[src/rtl/accelerator_trainer_differentiation_pkg.sv]
// accelerator_trainer_differentiation_pkg: shared state encoding and data-width constants for the differentiation controller
package accelerator_trainer_differentiation_pkg;
  typedef enum logic [2:0] {IDLE, LOAD_W, LOAD_B, RUN, WAIT, DONE} state_t;
  localparam int DATA_SIZE_DEFAULT = 64;
  localparam logic [DATA_SIZE_DEFAULT-1:0] DATA_ZERO = '0;
  localparam logic [DATA_SIZE_DEFAULT-1:0] DATA_ONE = DATA_SIZE_DEFAULT'(1);
endpackage

[src/rtl/accelerator_trainer_differentiation_matrix_counter.sv]
// accelerator_trainer_differentiation_matrix_counter: row/column element counter with wrap and first/last flags
module accelerator_trainer_differentiation_matrix_counter #(
  parameter int DATA_SIZE = 64,
  parameter int CONTROL_SIZE = 64
) (
  input  logic                 clk,
  input  logic                 rst,
  input  logic                 clear,
  input  logic                 step,
  input  logic [DATA_SIZE-1:0] rows,
  input  logic [DATA_SIZE-1:0] cols,
  output logic                 first_col,
  output logic                 last_col,
  output logic                 last
);
  localparam logic [DATA_SIZE-1:0] DONE_ONE = DATA_SIZE'(1);
  localparam logic [CONTROL_SIZE-1:0] CNT_ONE = CONTROL_SIZE'(1);
  logic [CONTROL_SIZE-1:0] i, j;
  always_comb begin
    first_col = j == '0;
    last_col = j == CONTROL_SIZE'(cols - DONE_ONE);
    last = last_col && i == CONTROL_SIZE'(rows - DONE_ONE);
  end
  // the final element wraps both indices, so the next matrix starts at (0,0)
  always_ff @(posedge clk or posedge rst)
    if (rst) begin
      i <= '0;
      j <= '0;
    end else if (clear) begin
      i <= '0;
      j <= '0;
    end else if (step) begin
      j <= last_col ? '0 : j + CNT_ONE;
      i <= last ? '0 : (last_col ? i + CNT_ONE : i);
    end
endmodule

[src/rtl/accelerator_trainer_differentiation_controller.sv]
// accelerator_trainer_differentiation_controller: loads W/B into the FNN datapath, starts it and reports completion.
// Define ACCELERATOR_TRAINER_DIFFERENTIATION_TIMEOUT_EN to add the WAIT watchdog and the ERROR output.
module accelerator_trainer_differentiation_controller
  import accelerator_trainer_differentiation_pkg::*;
#(
  parameter int DATA_SIZE = 64,
  parameter int CONTROL_SIZE = 64,
  parameter int TIMEOUT_CYCLES = 1024
) (
  input  logic                 CLK,
  input  logic                 RST,
  input  logic                 START,
  output logic                 READY,
  input  logic [DATA_SIZE-1:0] SIZE_L_IN,
  input  logic [DATA_SIZE-1:0] SIZE_X_IN,
  input  logic                 SRC_VALID,
  input  logic [DATA_SIZE-1:0] SRC_DATA,
  output logic                 SRC_READY,
  output logic                 FNN_START,
  input  logic                 FNN_READY,
  output logic                 FNN_W_IN_L_ENABLE,
  output logic                 FNN_W_IN_X_ENABLE,
  output logic [DATA_SIZE-1:0] FNN_W_IN,
  output logic                 FNN_B_IN_ENABLE,
  output logic [DATA_SIZE-1:0] FNN_B_IN,
  output logic [DATA_SIZE-1:0] FNN_SIZE_L_IN,
  output logic [DATA_SIZE-1:0] FNN_SIZE_X_IN,
`ifdef ACCELERATOR_TRAINER_DIFFERENTIATION_TIMEOUT_EN
  output logic                 ERROR,
`endif
  output logic                 BUSY
);
  state_t state, nxt;
  logic [DATA_SIZE-1:0] size_l, size_x, cols;
  logic xfer, drain, first_col, last_col, last, timeout;
  assign xfer = SRC_VALID && SRC_READY;
  assign cols = state == LOAD_W ? size_x : DATA_SIZE'(DATA_ONE);
  assign FNN_SIZE_L_IN = size_l;
  assign FNN_SIZE_X_IN = size_x;
  accelerator_trainer_differentiation_matrix_counter #(
    .DATA_SIZE(DATA_SIZE),
    .CONTROL_SIZE(CONTROL_SIZE)
  ) u_cnt (
    .clk(CLK),
    .rst(RST),
    .clear(state == IDLE),
    .step(xfer),
    .rows(size_l),
    .cols(cols),
    .first_col(first_col),
    .last_col(last_col),
    .last(last)
  );
`ifdef ACCELERATOR_TRAINER_DIFFERENTIATION_TIMEOUT_EN
  localparam int WDW = $clog2(TIMEOUT_CYCLES + 1);
  logic [WDW-1:0] wd;
  assign timeout = wd == WDW'(TIMEOUT_CYCLES - 1);
  // counter sits at zero outside WAIT, so each WAIT visit starts a fresh window
  always_ff @(posedge CLK or posedge RST)
    if (RST) begin
      wd <= '0;
      ERROR <= 1'b0;
    end else begin
      wd <= state == WAIT ? wd + WDW'(1) : '0;
      ERROR <= state == WAIT && !FNN_READY && timeout;
    end
`else
  assign timeout = 1'b0;
`endif
  always_ff @(posedge CLK or posedge RST)
    if (RST) state <= IDLE;
    else state <= nxt;
  always_comb begin
    nxt = state;
    case (state)
      IDLE:    nxt = !START ? IDLE : SIZE_L_IN == '0 ? RUN : SIZE_X_IN == '0 ? LOAD_B : LOAD_W;
      LOAD_W:  nxt = xfer && last ? LOAD_B : LOAD_W;
      LOAD_B:  nxt = drain ? RUN : LOAD_B;
      RUN:     nxt = WAIT;
      WAIT:    nxt = FNN_READY || timeout ? DONE : WAIT;
      DONE:    nxt = IDLE;
      default: nxt = IDLE;
    endcase
  end
  always_comb begin
    READY = state == DONE;
    BUSY = state != IDLE;
    SRC_READY = (state == LOAD_W || state == LOAD_B) && !drain;
    FNN_START = state == RUN;
  end
  // drain holds LOAD_B for one idle cycle so the last B strobe never meets FNN_START
  always_ff @(posedge CLK or posedge RST)
    if (RST) begin
      size_l <= DATA_SIZE'(DATA_ZERO);
      size_x <= DATA_SIZE'(DATA_ZERO);
      drain <= 1'b0;
      FNN_W_IN_L_ENABLE <= 1'b0;
      FNN_W_IN_X_ENABLE <= 1'b0;
      FNN_B_IN_ENABLE <= 1'b0;
      FNN_W_IN <= DATA_SIZE'(DATA_ZERO);
      FNN_B_IN <= DATA_SIZE'(DATA_ZERO);
    end else begin
      if (state == IDLE && START) begin
        size_l <= SIZE_L_IN;
        size_x <= SIZE_X_IN;
      end
      drain <= xfer && state == LOAD_B && last;
      FNN_W_IN_X_ENABLE <= xfer && state == LOAD_W;
      FNN_W_IN_L_ENABLE <= xfer && state == LOAD_W && first_col;
      FNN_B_IN_ENABLE <= xfer && state == LOAD_B;
      if (xfer && state == LOAD_W) FNN_W_IN <= SRC_DATA;
      if (xfer && state == LOAD_B) FNN_B_IN <= SRC_DATA;
    end
endmodule

[config.mk]
export PLATFORM = sky130hd
export DESIGN_NAME = accelerator_trainer_differentiation_controller
export DESIGN_NICKNAME = d
export VERILOG_FILES = /design/src/rtl/accelerator_trainer_differentiation_pkg.sv /design/src/rtl/accelerator_trainer_differentiation_matrix_counter.sv /design/src/rtl/accelerator_trainer_differentiation_controller.sv
export SDC_FILE = /design/constraint.sdc
export NUM_CORES = 1
export LEC_CHECK = 0
export CAP_MARGIN = 20
export CORE_MARGIN = 4
export CORE_UTILIZATION = 51
export CTS_CLUSTER_DIAMETER = 100
export CTS_CLUSTER_SIZE = 20
export DETAILED_ROUTE_END_ITERATION = 16
export PLACE_DENSITY_LB_ADDON = 0.05
export SYNTH_ARGS = -nofsm -noshare
export SYNTH_HDL_FRONTEND = slang
export SYNTH_SLANG_ARGS = --single-unit
[constraint.sdc]
create_clock -name CLK -period 30.6 [get_ports CLK]
set_clock_uncertainty 0.15 [all_clocks]
set_input_delay 4.59 -clock CLK [delete_from_list [all_inputs] [get_ports CLK]]
set_output_delay 4.59 -clock CLK [all_outputs]
set_load 0.05 [all_outputs]
==> impl_metrics.csv <==
group,metric,value,unit
worst_hold_path,hold_path_class,"flop to flop",
route,drtAntennaViolNets,0,
sta,slew_viol_final,0,
clocking,cts_tree,"yes",
setup_path,crit_required,30.85,ns
clocking,cts-resized-gates,0,
layout,seqCellArea,9780,µm²
pwr,vdd_ir_drop_max,0.0000601,V
placed_design,gp_congestion,0.985,
setup_path,cp-end-kind,"flop",
grt,antenna_found_initial,8,
layout,stdcell_count,3616,
setup_path,crit_slowest_cell,"nor4_1",
clocking,cts_max_level,1,
route,vias_per_cell,6.37,
clocking,post_cts_buffers,0,
synthesis,seq_area_frac_synth,41.0,%
floorplanning,ios,460,
clocking,clk_path_buf_depth,3,
synthesis,yosysWarnings,0,
synthesis,avgSynthCellArea,9.05,µm²
sta,fin_crit,8.32,ns
sta,rsz0062_at_grt,"no",
synthesis,ys.flop_type,"dfrtp_1",
route,dr.pass1.iters,5,
grt,track_usage,36.1,%
route,drtIter0Drc,2400,
route,drc_errors,0,
layout,nFillCells,3846,
setup_path,criticalPathCategory,"input pin to flop",
layout,syn_to_final_growth,23.8,%
synthesis,yosys.area.top_type,"dfrtp_1",
grt,gr-total-overflow,0,
clocking,clkLatencyLatePin,0.57,ns
synthesis,synth_area,23900,µm²
pwr,power,0.000993,W
floorplanning,die_area,50300,µm²
layout,mostFrequentLayoutCells,"459 x clkdlybuf4s50_1, 433 x nand2_1, 391 x dfrtp_1",
placed_design,place_inst,3580,
sta,clock.fmax,120,MHz
grt,grt_pass1_vias,22600,
synthesis,async_flop_share,100,%
synthesis,yosysTopAreaCellShare,41.0,%
synthesis,ys_top_cells_by_area,"dfrtp_1 41%, mux2_2 8.5%, nand2_1 6.8%",
layout,nets,3201,
layout,drive_above_1_share,9.83,%
layout,multiInputGateArea,13300,µm²
setup_path,critPathLaunchType,"input pin",
floorplanning,core,46500,µm²
setup_path,crit_chain,"clkdlybuf4s50_1 > nand2b_1 > maj3_1 > or3_1 > or2_2 > nor2_1 > nand3_1 > or2_2 > nor4_1 > nand3_1 > xor2_1 > nor2_1",
route,wl_per_cell,25.9,µm
setup_path,crit_arrival,8.57,ns
setup_path,path_delay_family,"simple AND/OR/NAND/NOR gates",
floorplanning,rows,79,
synthesis,syn_inst,2638,
sta,fin_setup_tns,0,ns
sta,worst_slew_pin_slew,1.13,ns
clocking,path_clk_slew,0.08,ns
sta,slew_headroom,24.1,%
floorplanning,die_h,224,µm
synthesis,ys_ff_latch,391,
setup_path,max_stage_delay,0.73,ns
layout,final_common_cell,"clkdlybuf4s50_1",
placed_design,hpwl,71800,µm
sta,setup_violations,0,
run_status,status,"finished, final reports clean",
sta,hold_viol,0,
synthesis,yosysUniqueCellTypes,86,
placed_design,port_buffers,459,
grt,grt_pass1_wl,142000,µm
sta,final.period_utilization,27.2,%
grt,grt_max_degree,129,
setup_path,cp_num_buf_inv,1,
floorplanning,fp.dieW,224,µm
pwr,p_per_area,33.6,nW/µm²
clocking,ctsHoldBuffers,0,
route,vias,23000,
route,finalWirelength,93800,µm
flow_run,drv_cap,0,
floorplanning,initial_utilization,51.4,%
synthesis,postSynthNetCount,2840,
clocking,numCtsBuffers,24,
clocking,cts_num_sinks,391,
setup_path,crit_fanout,6,
pwr,p_leak,13.2,nW
clocking,clockRootBuffer,"clkbuf_16",
synthesis,synth_enable_flop_cells,0,
-- registers in the layout (all words and copies together) (netlist names) --
register	count
FNN_B_IN	64
FNN_B_IN_ENABLE	1
FNN_SIZE_L_IN	64
FNN_SIZE_X_IN	64
FNN_W_IN	64
FNN_W_IN_L_ENABLE	1
FNN_W_IN_X_ENABLE	1
drain	1
state	3
u_cnt.i	64
u_cnt.j	64
-- stage by stage --
stage	cell area (µm²)	hold slack [ns]	setup WS (ns)	utilization, %
after global routing	29500	0.345	22.10	63.6
final	29500	0.329	22.28	63.6
after floorplan	23900	0.335	14.99	-
after CTS	29500	0.331	22.40	63.5
after global placement	28900	0.307	21.86	62.2
after detailed placement	28900	0.311	21.83	62.2
-- report_power, final --
| group | switching, W | internal, W |
|---|---|---|
| sequential | 0.0000107 | 0.000528 |
| combinational | 0.0000749 | 0.0000545 |
| clock | 0.000182 | 0.000143 |
-- synth_stat cells, types with 8 or more instances --
master and count:
nor2_1 186, a21boi_0 16, nand3b_1 10, nand2_1 433, clkbuf_1 125, nand4b_1 8, o21ai_0 61, xor2_1 105
nor4b_1 9, a21oi_1 39, a21o_1 47, o211ai_1 15, and2_1 18, mux2_2 180, dfrtp_1 391, nand3_1 98
o31ai_1 53, or3_1 33, nand2b_1 23, and4_1 21, o31a_1 9, buf_1 20, and3_1 32, and4b_1 9
nor4_1 130, o21a_1 12, inv_1 44, or4_1 33, nand4_1 89, or2_2 18, a211oi_1 10, nor3_1 68
nor3b_1 10, a31oi_1 23, xnor2_1 116, mux2i_1 16
-- path summary, 6_finish.rpt --
path                                                 end  cells after the start  slack [ns]                     start
min reg2reg                     FNN_B_IN[54]$_DFFE_PP0P_                      2        0.33  FNN_B_IN[54]$_DFFE_PP0P_
max reg2reg                       u_cnt.i[6]$_DFFE_PP0P_                     17       23.30        state[1]$_DFF_PP0_
min in group asynchronous  FNN_SIZE_X_IN[44]$_DFFE_PP0P_                      2        4.50                       RST
min                             FNN_B_IN[54]$_DFFE_PP0P_                      2        0.33  FNN_B_IN[54]$_DFFE_PP0P_
max                              u_cnt.j[63]$_DFFE_PP0P_                     12       22.28                 SRC_VALID
max in group asynchronous        u_cnt.j[16]$_DFFE_PP0P_                      4       23.54                       RST
-- routing by layer --
metal | wire length, µm | global-route usage [%]
met5 | 0 | 0
met2 | 44300 | 58.9
met1 | 37000 | 46.8
met4 | 5280 | 16.6
met3 | 7170 | 6.90
-- worst register-to-register path: stages, from the launching register on --
cell and delay (ns):
dfrtp_1 0.37, buf_4 0.22, or3b_2 0.54, nor2_1 0.26
ha_1 0.19, buf_4 0.28, or3b_2 0.52, or3_1 0.56
nor4_1 0.80, xnor2_1 0.22, a21boi_0 0.14, or2_2 0.35
and4b_1 0.28, nand4_1 0.29, or4_2 1.03, buf_4 0.41
or4_1 0.56, nand2_1 0.08
-- area by class of cell --
cell class                 instances  area share [%]
clock buffer                      24            2.03
sequential                       391            33.1
timing repair buffer             489            16.3
inverter                          45           0.597
tap                              607            2.57
clock inverter                     4           0.165
antenna                            8          0.0678
multi-input combinational       2048            45.1
-- cell families after synthesis --
group                    Yosys count  share of synthesized area (%)
AND/OR/NAND/NOR                 1261                           27.1
adder cells (fa/ha/maj)            6                          0.304
flip-flops                       391                           41.0
XOR/XNOR                         223                           8.30
buffers and inverters            199                           3.37
AO/OA/AOI/OAI                    362                           10.7
multiplexers                     196                           9.16
Power figures use the tool's default switching activity.
